## config.mk

```make
export PLATFORM = sky130hd
export DESIGN_NAME = i4004_bus_master_flat
export DESIGN_NICKNAME = d
export VERILOG_FILES = /design/src/rtl/mcs4_pkg.sv /design/src/rtl/i4004_bus_master_if.sv /design/src/rtl/i4004_phase_gen.sv /design/src/rtl/i4004_bus_master.sv /design/src/flat_wrapper.sv
export SDC_FILE = /design/constraint.sdc
export NUM_CORES = 1
export LEC_CHECK = 0
export CAP_MARGIN = 20
export CORE_UTILIZATION = 38
export DETAILED_ROUTE_END_ITERATION = 7
export PLACE_DENSITY = 0.63
export SYNTH_ARGS = -nofsm -noshare
export SYNTH_HDL_FRONTEND = slang
export SYNTH_SLANG_ARGS = --single-unit
```

## constraint.sdc

```tcl
create_clock -name sysclk -period 3 [get_ports sysclk]
set_clock_uncertainty 0.15 [all_clocks]
set_input_delay 0.9 -clock sysclk [delete_from_list [all_inputs] [get_ports sysclk]]
set_output_delay 0.9 -clock sysclk [all_outputs]
set_load 0.03 [all_outputs]
```

## src/rtl/mcs4_pkg.sv

```systemverilog
// Shared types for the MCS-4 bus master: subcycle order, I/O command codes and
// the OPR value that marks an I/O instruction.
package mcs4_pkg;

    typedef enum logic [2:0] {
        SubA1, SubA2, SubA3, SubM1, SubM2, SubX1, SubX2, SubX3
    } subcycle_e;

    typedef enum logic [1:0] {
        IoNone = 2'd0,
        IoSrc  = 2'd1,
        IoWrr  = 2'd2,
        IoRdr  = 2'd3
    } io_cmd_e;

    localparam logic [3:0] OPR_IO = 4'hE;

    function automatic subcycle_e next_subcycle(subcycle_e s);
        return subcycle_e'(s + 3'd1);
    endfunction

endpackage

```

## src/rtl/i4004_bus_master_if.sv

```systemverilog
// Pad-side and host-side signals of the 4004 bus master, grouped for the DUT
// (master) and its environment (slave).
interface i4004_bus_master_if;
    logic        clk1_pad;
    logic        clk2_pad;
    logic        sync_pad;
    logic        cmrom_pad;
    logic [3:0]  data_pad;
    logic [3:0]  data_out;
    logic        data_dir;
    logic [11:0] pc;
    logic [3:0]  opr;
    logic [3:0]  opa;
    logic        instr_valid;
    logic [1:0]  io_cmd;
    logic [3:0]  io_data;
    logic [3:0]  rd_data;
    logic        rd_valid;

    modport master (
        output clk1_pad, clk2_pad, sync_pad, cmrom_pad, data_out, data_dir,
        output opr, opa, instr_valid, rd_data, rd_valid,
        input  data_pad, pc, io_cmd, io_data
    );

    modport slave (
        input  clk1_pad, clk2_pad, sync_pad, cmrom_pad, data_out, data_dir,
        input  opr, opa, instr_valid, rd_data, rd_valid,
        output data_pad, pc, io_cmd, io_data
    );
endinterface

```

## src/rtl/i4004_phase_gen.sv

```systemverilog
// Divider / quarter / subcycle sequencer with registered clk1, clk2 and sync.
// Exports the current phase plus the phase of the next tick for registered outputs.
module i4004_phase_gen
    import mcs4_pkg::*;
#(
    parameter int unsigned PHASE_DIV = 1
) (
    input  logic      sysclk,
    input  logic      poc,
    output subcycle_e subcycle,
    output logic [1:0] quarter,
    output logic      tick_last,
    output subcycle_e nxt_subcycle,
    output logic [1:0] nxt_quarter,
    output logic      nxt_enter,
    output logic      nxt_last,
    output logic      clk1,
    output logic      clk2,
    output logic      sync
);

    localparam logic [3:0] DIV_LAST = 4'(PHASE_DIV - 1);

    logic       run_q;
    logic [3:0] div_q, div_d;
    logic [1:0] qtr_q, qtr_d;
    subcycle_e  sub_q, sub_d;

    // Phase is frozen until the first tick after reset so X3 Q0 is shown in full.
    always_comb begin
        div_d = div_q;
        qtr_d = qtr_q;
        sub_d = sub_q;
        if (run_q) begin
            if (div_q == DIV_LAST) begin
                div_d = '0;
                qtr_d = qtr_q + 2'd1;
                if (qtr_q == 2'd3) begin
                    sub_d = next_subcycle(sub_q);
                end
            end else begin
                div_d = div_q + 4'd1;
            end
        end
    end

    always_ff @(posedge sysclk or posedge poc) begin
        if (poc) begin
            run_q <= 1'b0;
            div_q <= '0;
            qtr_q <= '0;
            sub_q <= SubX3;
            clk1  <= 1'b0;
            clk2  <= 1'b0;
            sync  <= 1'b0;
        end else begin
            run_q <= 1'b1;
            div_q <= div_d;
            qtr_q <= qtr_d;
            sub_q <= sub_d;
            clk1  <= (qtr_d == 2'd0);
            clk2  <= (qtr_d == 2'd2);
            sync  <= (sub_d == SubX3);
        end
    end

    assign subcycle     = sub_q;
    assign quarter      = qtr_q;
    assign tick_last    = run_q && (div_q == DIV_LAST);
    assign nxt_subcycle = sub_d;
    assign nxt_quarter  = qtr_d;
    assign nxt_enter    = !run_q || tick_last;
    assign nxt_last     = (div_d == DIV_LAST);

endmodule

```

## src/rtl/i4004_bus_master.sv

```systemverilog
// 4004-style bus master: address out, instruction fetch and, with MCS4_BUS_IO_EN
// defined, the SRC/WRR/RDR I/O phase in X2.
module i4004_bus_master
    import mcs4_pkg::*;
#(
    parameter int unsigned PHASE_DIV = 1
) (
    input  logic sysclk,
    input  logic poc,
    i4004_bus_master_if.master bus
);

    subcycle_e  sub, nxt_sub;
    logic [1:0] qtr, nxt_qtr;
    logic       tick_last, nxt_enter, nxt_last;
    logic       clk1, clk2, sync;

    i4004_phase_gen #(.PHASE_DIV(PHASE_DIV)) u_phase (
        .sysclk      (sysclk),
        .poc         (poc),
        .subcycle    (sub),
        .quarter     (qtr),
        .tick_last   (tick_last),
        .nxt_subcycle(nxt_sub),
        .nxt_quarter (nxt_qtr),
        .nxt_enter   (nxt_enter),
        .nxt_last    (nxt_last),
        .clk1        (clk1),
        .clk2        (clk2),
        .sync        (sync)
    );

    logic [11:0] pc_q, pc_s;
    logic [3:0]  opr_q, opa_q, dout_q, dout_d;
    logic        dir_q, dir_d, cm_q, cm_d, iv_q, iv_d;
    logic        enter_a1, cap_opr, cap_opa;

    // pc is only taken on the tick that enters A1 Q0.
    assign enter_a1 = nxt_enter && (nxt_sub == SubA1) && (nxt_qtr == 2'd0);
    assign pc_s     = enter_a1 ? bus.pc : pc_q;
    assign cap_opr  = tick_last && (sub == SubM1) && (qtr == 2'd2);
    assign cap_opa  = tick_last && (sub == SubM2) && (qtr == 2'd2);
    assign iv_d     = nxt_last && (nxt_sub == SubM2) && (nxt_qtr == 2'd3);

`ifdef MCS4_BUS_IO_EN
    io_cmd_e    cmd_q, cmd_s;
    logic [3:0] io_q, io_s, rd_q;
    logic       rv_q, enter_x1, cap_rd;

    assign enter_x1 = nxt_enter && (nxt_sub == SubX1) && (nxt_qtr == 2'd0);
    assign cmd_s    = enter_x1 ? io_cmd_e'(bus.io_cmd) : cmd_q;
    assign io_s     = enter_x1 ? bus.io_data : io_q;
    assign cap_rd   = tick_last && (sub == SubX2) && (qtr == 2'd2) && (cmd_q == IoRdr);

    always_ff @(posedge sysclk or posedge poc) begin
        if (poc) begin
            cmd_q <= IoNone;
            io_q  <= '0;
            rd_q  <= '0;
            rv_q  <= 1'b0;
        end else begin
            cmd_q <= cmd_s;
            io_q  <= io_s;
            rv_q  <= cap_rd;
            if (cap_rd) begin
                rd_q <= bus.data_pad;
            end
        end
    end

    assign bus.rd_data  = rd_q;
    assign bus.rd_valid = rv_q;
`else
    logic unused_io;
    assign unused_io    = ^{bus.io_cmd, bus.io_data};
    assign bus.rd_data  = '0;
    assign bus.rd_valid = 1'b0;
`endif

    // Bus drive for the tick about to start; released bus always reads as zero.
    always_comb begin
        dout_d = '0;
        dir_d  = 1'b0;
        cm_d   = 1'b0;
        case (nxt_sub)
            SubA1: begin
                dout_d = pc_s[3:0];
                dir_d  = 1'b1;
            end
            SubA2: begin
                dout_d = pc_s[7:4];
                dir_d  = 1'b1;
            end
            SubA3: begin
                dout_d = pc_s[11:8];
                dir_d  = 1'b1;
                cm_d   = 1'b1;
            end
`ifdef MCS4_BUS_IO_EN
            SubM2: cm_d = (opr_q == OPR_IO);
            SubX2: begin
                case (cmd_s)
                    IoSrc: begin
                        dout_d = io_s;
                        dir_d  = 1'b1;
                        cm_d   = 1'b1;
                    end
                    IoWrr: begin
                        dout_d = io_s;
                        dir_d  = 1'b1;
                    end
                    default: ;
                endcase
            end
`endif
            default: ;
        endcase
    end

    always_ff @(posedge sysclk or posedge poc) begin
        if (poc) begin
            pc_q   <= '0;
            opr_q  <= '0;
            opa_q  <= '0;
            dout_q <= '0;
            dir_q  <= 1'b0;
            cm_q   <= 1'b0;
            iv_q   <= 1'b0;
        end else begin
            pc_q   <= pc_s;
            dout_q <= dout_d;
            dir_q  <= dir_d;
            cm_q   <= cm_d;
            iv_q   <= iv_d;
            if (cap_opr) begin
                opr_q <= bus.data_pad;
            end
            if (cap_opa) begin
                opa_q <= bus.data_pad;
            end
        end
    end

    assign bus.clk1_pad    = clk1;
    assign bus.clk2_pad    = clk2;
    assign bus.sync_pad    = sync;
    assign bus.cmrom_pad   = cm_q;
    assign bus.data_out    = dout_q;
    assign bus.data_dir    = dir_q;
    assign bus.opr         = opr_q;
    assign bus.opa         = opa_q;
    assign bus.instr_valid = iv_q;

endmodule

```

## src/flat_wrapper.sv

```systemverilog
// flat-port wrapper written by rule: the top's interface ports become plain ports
module i4004_bus_master_flat import mcs4_pkg::*;
#(
    parameter int unsigned PHASE_DIV = 1
)
  (sysclk, poc, bus_clk1_pad, bus_clk2_pad, bus_sync_pad, bus_cmrom_pad, bus_data_out, bus_data_dir, bus_opr, bus_opa, bus_instr_valid, bus_rd_data, bus_rd_valid, bus_data_pad, bus_pc, bus_io_cmd, bus_io_data);
  i4004_bus_master_if bus_i ();
  input  logic sysclk;
  input  logic poc;
  output wire logic [$bits(bus_i.clk1_pad)-1:0] bus_clk1_pad;
  output wire logic [$bits(bus_i.clk2_pad)-1:0] bus_clk2_pad;
  output wire logic [$bits(bus_i.sync_pad)-1:0] bus_sync_pad;
  output wire logic [$bits(bus_i.cmrom_pad)-1:0] bus_cmrom_pad;
  output wire logic [$bits(bus_i.data_out)-1:0] bus_data_out;
  output wire logic [$bits(bus_i.data_dir)-1:0] bus_data_dir;
  output wire logic [$bits(bus_i.opr)-1:0] bus_opr;
  output wire logic [$bits(bus_i.opa)-1:0] bus_opa;
  output wire logic [$bits(bus_i.instr_valid)-1:0] bus_instr_valid;
  output wire logic [$bits(bus_i.rd_data)-1:0] bus_rd_data;
  output wire logic [$bits(bus_i.rd_valid)-1:0] bus_rd_valid;
  input wire logic [$bits(bus_i.data_pad)-1:0] bus_data_pad;
  input wire logic [$bits(bus_i.pc)-1:0] bus_pc;
  input wire logic [$bits(bus_i.io_cmd)-1:0] bus_io_cmd;
  input wire logic [$bits(bus_i.io_data)-1:0] bus_io_data;
  assign bus_clk1_pad = bus_i.clk1_pad;
  assign bus_clk2_pad = bus_i.clk2_pad;
  assign bus_sync_pad = bus_i.sync_pad;
  assign bus_cmrom_pad = bus_i.cmrom_pad;
  assign bus_data_out = bus_i.data_out;
  assign bus_data_dir = bus_i.data_dir;
  assign bus_opr = bus_i.opr;
  assign bus_opa = bus_i.opa;
  assign bus_instr_valid = bus_i.instr_valid;
  assign bus_rd_data = bus_i.rd_data;
  assign bus_rd_valid = bus_i.rd_valid;
  assign bus_i.data_pad = bus_data_pad;
  assign bus_i.pc = bus_pc;
  assign bus_i.io_cmd = bus_io_cmd;
  assign bus_i.io_data = bus_io_data;
  i4004_bus_master #(.PHASE_DIV(PHASE_DIV)) u_core (.sysclk(sysclk), .poc(poc), .bus(bus_i));
endmodule
```

## Word-level counts from Yosys, hierarchy flattened

Index checks and enable logic that the tools add are counted.

- Register bits after elaboration: 40
- Latch bits: 0
- Memory bits (writable): 0
- Bits in read-only memories: 0
- Bits of input ports: 24
- Output and inout port bits: 23
- Logic and storage cells: 54
- Memories: 0

- Add/sub/neg operators: 3
- Multipliers: 0
- Div/mod/pow operators: 0
- Order comparisons: 0
- Eq/ne operators: 10
- Shift-type cells: 0
- Multiplexer cells: 11
- Bitwise operators: 0
- Reductions and logical operators: 16

Operators by type and width:

| kind | number |
|---|---|
| $mux 12 | 1 |
| $pmux 4 s3 | 1 |
| $eq 3x3->1 const B | 3 |
| $logic_and 1x1->1 | 9 |
| $mux 3 | 3 |
| $eq 2x2->1 const B | 4 |
| $logic_not 4->1 | 2 |
| $mux 4 | 2 |
| $eq 3x2->1 const B | 2 |
| $add 4x1->4 const B | 1 |
| $mux 2 | 2 |
| $add 3x1->3 const B | 1 |
| $eq 3x1->1 const B | 1 |
| $logic_not 3->1 | 1 |
| $reduce_or 3->1 | 1 |
| $add 2x1->2 const B | 1 |
| $logic_not 2->1 | 1 |
| $mux 1 | 2 |
| $logic_not 1->1 | 1 |
| $logic_or 1x1->1 | 1 |

## Longest topological paths before layout

Gate-level depths: netlist of the first run.

- Word-level depth: 9
- Gate-level depth with buffers: 9

## By module

Synthesis of the first run repeated with hierarchy kept, for this count alone.

- Cell total of the unflattened synthesis: 136
- Area, all modules: 1823.0 sq um

By module, submodules not included:

| module | instances | cells each | area each (sq um) | seq. area each (sq um) |
|---|---|---|---|---|
| i4004_bus_master | 1 | 82 | 1201.2 | 675.6 |
| i4004_phase_gen | 1 | 54 | 621.8 | 329.1 |

## Worst setup path after synthesis of the first run

No wires, ideal clock.

- Path type: reg2reg
- Start point: register u_core.u_phase.div_q[0]
- End point: register u_core.pc_q[0]
- Library setup time: 125 ps
- Arrival time: 2049 ps
- Required time: 2725 ps
- Path slack: 676 ps
- Cell stages (with the launch flop): 10
- Path buffers: 2
- Cell sequence: dfrtp_1 -> inv_1 -> ha_1 -> nor3b_2 -> and3_1 -> buf_6 -> mux2i_4 -> nor3b_4 -> buf_6 -> mux2_4

- Cells in the longest elaborated chain, start to end: 7
- Elaborated cells between the ends (all ways): 12
- Classes of those cells: mux (5); reduce/logical (7)

RTL lines:

| element | RTL line | source |
|---|---|---|
| start: declaration | i4004_phase_gen.sv:25 | `logic [3:0] div_q, div_d;` |
| start signal: assignment | i4004_phase_gen.sv:58 | `div_q <= div_d;` |
| $logic_not 4->1 * | i4004_phase_gen.sv:35, i4004_phase_gen.sv:69 |  |
| $mux 3 | i4004_phase_gen.sv:35 | `if (div_q == DIV_LAST) begin` |
| $mux 3 | i4004_phase_gen.sv:34 | `if (run_q) begin` |
| $logic_not 3->1 | i4004_bus_master.sv:39 | `assign enter_a1 = nxt_enter && (nxt_sub == SubA1) && (nxt_qtr == 2'd0);` |
| $logic_and 1x1->1 | i4004_bus_master.sv:39 |  |
| $logic_and 1x1->1 * | i4004_bus_master.sv:39 |  |
| $mux 12 * | i4004_bus_master.sv:40 | `assign pc_s = enter_a1 ? bus.pc : pc_q;` |
| via u_core.pc_s[0] | i4004_bus_master.sv:33 | `logic [11:0] pc_q, pc_s;` |
| end signal: assignment | i4004_bus_master.sv:130 | `pc_q <= pc_s;` |
| end: declaration | i4004_bus_master.sv:33 |  |

The timed path passes the listed nets; every way through them passes the cells marked *.
A chain may end at the register's enable or synchronous reset.

## Final worst setup path of the first run

- Start point: register u_core.u_phase.div_q[0]
- End point: register u_core.pc_q[2]

Same word-level chain as after synthesis.

==> results of run 1 <==
[cell type report]
class	instances	area, sq um	share of cell area (%)
Tap cell	67	83.8	3.40
Clock buffer	6	72.6	2.95
Clock inverter	1	5.00	0.203
Multi-Input combinational cell	95	862	35.0
Inverter	9	33.8	1.37
Timing Repair Buffer	40	400	16.3
Sequential cell	40	1000	40.8
[stage by stage]
stage | utilization (%) | setup WS (ps) | instance area (sq um) | hold WS, ps | power (W)
final | 50.8 | 438 | 2460 | 337 | 0.00243
after floorplan | - | 676 | 1970 | 302 | 0.00173
after global placement | 48.8 | 218 | 2360 | 322 | 0.00207
after detailed placement | 48.8 | 116 | 2360 | 324 | 0.00211
after CTS | 50.4 | 97.8 | 2440 | 341 | 0.00245
after global routing | 50.8 | 337 | 2460 | 354 | 0.00259
[routing by layer]
layer / share of wire (%) / GRT usage (%) / up-vias
met5: 0 / 0 / -
met4: 1.5 / 5.34 / 0
met3: 4.9 / 4.12 / 6
met2: 48 / 22.8 / 34
met1: 46 / 17.8 / 602
li1: - / - / 593
[how the worst min path moves through the flow]
stage | from | end | slack (ps) | cells past startpoint
floorplan | u_core.pc_q[10] | u_core.bus.data_out[2] | 300 | 1
global placement | u_core.pc_q[10] | u_core.bus.data_out[2] | 320 | 1
detailed placement | u_core.pc_q[10] | u_core.bus.data_out[2] | 320 | 1
CTS | u_core.pc_q[10] | u_core.bus.data_out[2] | 340 | 1
global route | u_core.pc_q[10] | u_core.bus.data_out[2] | 350 | 1
finish | u_core.pc_q[10] | u_core.bus.data_out[2] | 340 | 1
[synthesized netlist by cell type, types with 3 or more instances]
| master | count | area, sq um |
|---|---|---|
| sky130_fd_sc_hd__nor3_1 | 3 | 15.0 |
| sky130_fd_sc_hd__mux2_4 | 10 | 150 |
| sky130_fd_sc_hd__mux2_2 | 16 | 180 |
| sky130_fd_sc_hd__o21ai_0 | 4 | 20.0 |
| sky130_fd_sc_hd__dfstp_2 | 3 | 78.8 |
| sky130_fd_sc_hd__buf_4 | 6 | 45.0 |
| sky130_fd_sc_hd__a21oi_1 | 5 | 25.0 |
| sky130_fd_sc_hd__nand3_1 | 5 | 25.0 |
| sky130_fd_sc_hd__mux2i_1 | 4 | 40.0 |
| sky130_fd_sc_hd__ha_1 | 8 | 100 |
| sky130_fd_sc_hd__dfrtp_1 | 37 | 926 |
| sky130_fd_sc_hd__nor2_1 | 6 | 22.5 |
| sky130_fd_sc_hd__inv_1 | 9 | 33.8 |
| sky130_fd_sc_hd__nand2_1 | 3 | 11.3 |
[power breakdown]
group | internal [W] | leakage (nW) | switching, W
clock | 0.000158 | 0.0410 | 0.000170
combinational | 0.000599 | 0.553 | 0.000602
sequential | 0.000773 | 0.492 | 0.000129
[worst max-delay path, delay by kind of cell, from the launching register on]
kind	cells	cell delay, ps
and+or+nand+nor	3	720
buffers and inverters	2	230
adders and majority gates	1	230
muxes	2	690
DFF	1	420
[state kept, by name (all words and copies together) (netlist names), 2 cells and up]
signal,cells
u_core.u_phase.div_q,4
u_core.u_phase.subcycle,3
u_core.u_phase.quarter,2
u_core.bus.opa,4
u_core.pc_q,12
u_core.bus.data_out,4
u_core.bus.opr,4
[logic make-up after synthesis]
kind of cell	after synthesis	synth area share, %
DFF	40	51.4
and+or+nand+nor	32	11.3
xor gates and xnor gates	2	0.897
other	2	0.385
AOI/OAI and AO/OA	16	5.57
buffers and inverters	17	5.19
muxes	31	20.1
adders and majority gates	8	5.13
==> results.md, run 1 <==
- Static timing analysis puts the maximum clock frequency at 390 MHz.
- The startpoint class of the critical path is a flop.
- The pre-antenna-repair detailed-routing pass consisted of 4 iterations.
- Once layout is complete, the cells apart from fillers number 258.
- The number of buffers added by the clock tree synthesis step is 5.
- Setup repair after global routing left no endpoint under its margin.
- Detailed placement ended at an HPWL of 2.65 mm.
- The post-cts hold buffer count is 0.
- The post-CTS setup repair buffer count is 0.
- The number of antenna violations at the first check in global routing is 0.
- During I/O placement, the number of pins put on the boundary was 47.
- The die width is 73.7 microns.
- Leaving out fill and tap cells, the most frequent cell in the layout is sky130_fd_sc_hd__dfrtp_1.
- The maximum fanout count along the critical path is 12.
- The run finished with clean final reports.
- For this run the aggregate overflow at the end of global routing stands at 0.
- The mean instance size in the synthesized netlist is 13.2 sq um.
- The initial utilization of the core area, before any placement, comes to 40.3%.
- The post-cts resize count is 0.
- The length in cells of the worst reg-to-reg path is 8.
- The via count of the first global-routing pass is 1246.
- In this run the standard cell core region covers 4850 sq um.
- The path type of the worst min-delay path is flop to flop.
- The remaining antenna violation count after routing is 0.
- The top flip-flop cell by instance count after synthesis is sky130_fd_sc_hd__dfrtp_1.
- Global routing used 14.1% of the available tracks across all layers.
- The first routing iteration left 32 violations.
- After detailed routing, the number of vias per cell comes to 4.79.
- The analysis attributes to cell leakage a power of 1.09 nW.
- For this block, the via count after detailed routing is 1235.
- The capturing point of the worst reg2reg path is u_core.pc_q[2].
- The count of final max-slew check failures came to 0.
- STA classifies the critical path endpoint as a flop.
- The hold violation count in the final report is 0.
- In the final design database the tool counted 223 nets.
- The count of port buffers added during placement is 35.
- In this run the number of H-tree levels came out at 2.
- Relative to the synthesized area, the layout overhead comes to 26.1%.
- The slew at the pin closest to its max-slew limit is 509 ps.
- In the final routed layout, each cell accounts on average for 13.3 microns.
- The summed negative setup slack over all endpoints is 0 ps.
- After filler insertion, the fill cell instance count of the layout stands at 431.
- The number of enable flip-flop cells after synthesis is 0.
- The number of instances in the placed design is 250.
- The cell type of the slowest stage on the worst timing path is sky130_fd_sc_hd__dfrtp_1.
- The routed wire length is 3.44 mm.
- In this run the critical register-to-register path is launched from u_core.u_phase.div_q[0].
- The die is 73.7 microns tall.
- The sink count of the clock tree is 40.
- The number of distinct standard cells referenced by the synthesized netlist is 34.
- The number of synthesis warnings is 0.
- The gate count of the mapped netlist is 148.
- The top cell types in the final layout, fill and taps aside, are 37 x sky130_fd_sc_hd__dfrtp_1, 35 x sky130_fd_sc_hd__clkdlybuf4s50_1, 16 x sky130_fd_sc_hd__mux2_2.
- The number of failing setup endpoints in the final timing report is 0.
- The critical path class is flop to flop.
- The destination of the critical timing path is u_core.pc_q[2].
- In the routed design, unresolved DRC markers number 0.
- For this run, the slowest stage of the critical path takes 420 ps.
- After synthesis the netlist holds a flip-flop and latch count of 40.
- At the worst endpoint, the arrival time is 2580 ps.
- The setup check on the worst reg-to-reg path leaves a slack of 440 ps.
- CTS placed an instance of sky130_fd_sc_hd__clkbuf_8 at the clock tree root.
- The worst slew slack as a fraction of its limit is 66.1%.
- The number of max-capacitance violations reported is 0.
- The signal on the critical path passes through inv_1 -> ha_1 -> nor3b_2 -> and3_1 -> mux2i_4 -> nor3b_4 -> buf_12 -> mux2_4.
- The wire length of the first global-routing pass is 5.64 mm.
- After synthesis, the share of flip-flops with an asynchronous set or reset is 100%.
- The maximum resistive drop on vdd is 0.466 mV.
- The share of layout cells above drive strength 1 is 25.1%.
- The number of buffers on the longest clock path is 2.
- The synthesized area is 1950 sq um.
- After clock tree synthesis, the clock-pin slew on the worst setup and hold paths is 70 ps.
- The power per cell area is 987 nW/um^2.
- The die covers 5430 sq um.
- In this run the core area contains 25 standard-cell rows.
- Counting I/O delays and the setup requirement, the final critical path takes 2560 ps.
- STA puts the critical path data required time at 3020 ps.
- The final weighted congestion in routability-driven placement is 0.784.
- The clock latency at the later pin of the worst-skew pair is 280 ps.
- The ratio of final minimum period to clock period is 85.4%.
- Tracing the worst setup path back leads to its startpoint at u_core.u_phase.div_q[0].
- 0 antenna diodes ended up in the layout.
- The clock tree from TritonCTS is yes.
- After synthesis, flip-flops and latches occupy 51.4% of the total area.
- The pin count of the biggest net entering global routing is 16.
(Power assumes the default switching activity.)
==> run 2, diff against run 1 <==
CTS_CLUSTER_DIAMETER = 50   (was unset)
==> results of run 2 <==
The final DEF is identical to that of run 1; final timing and power are the same.
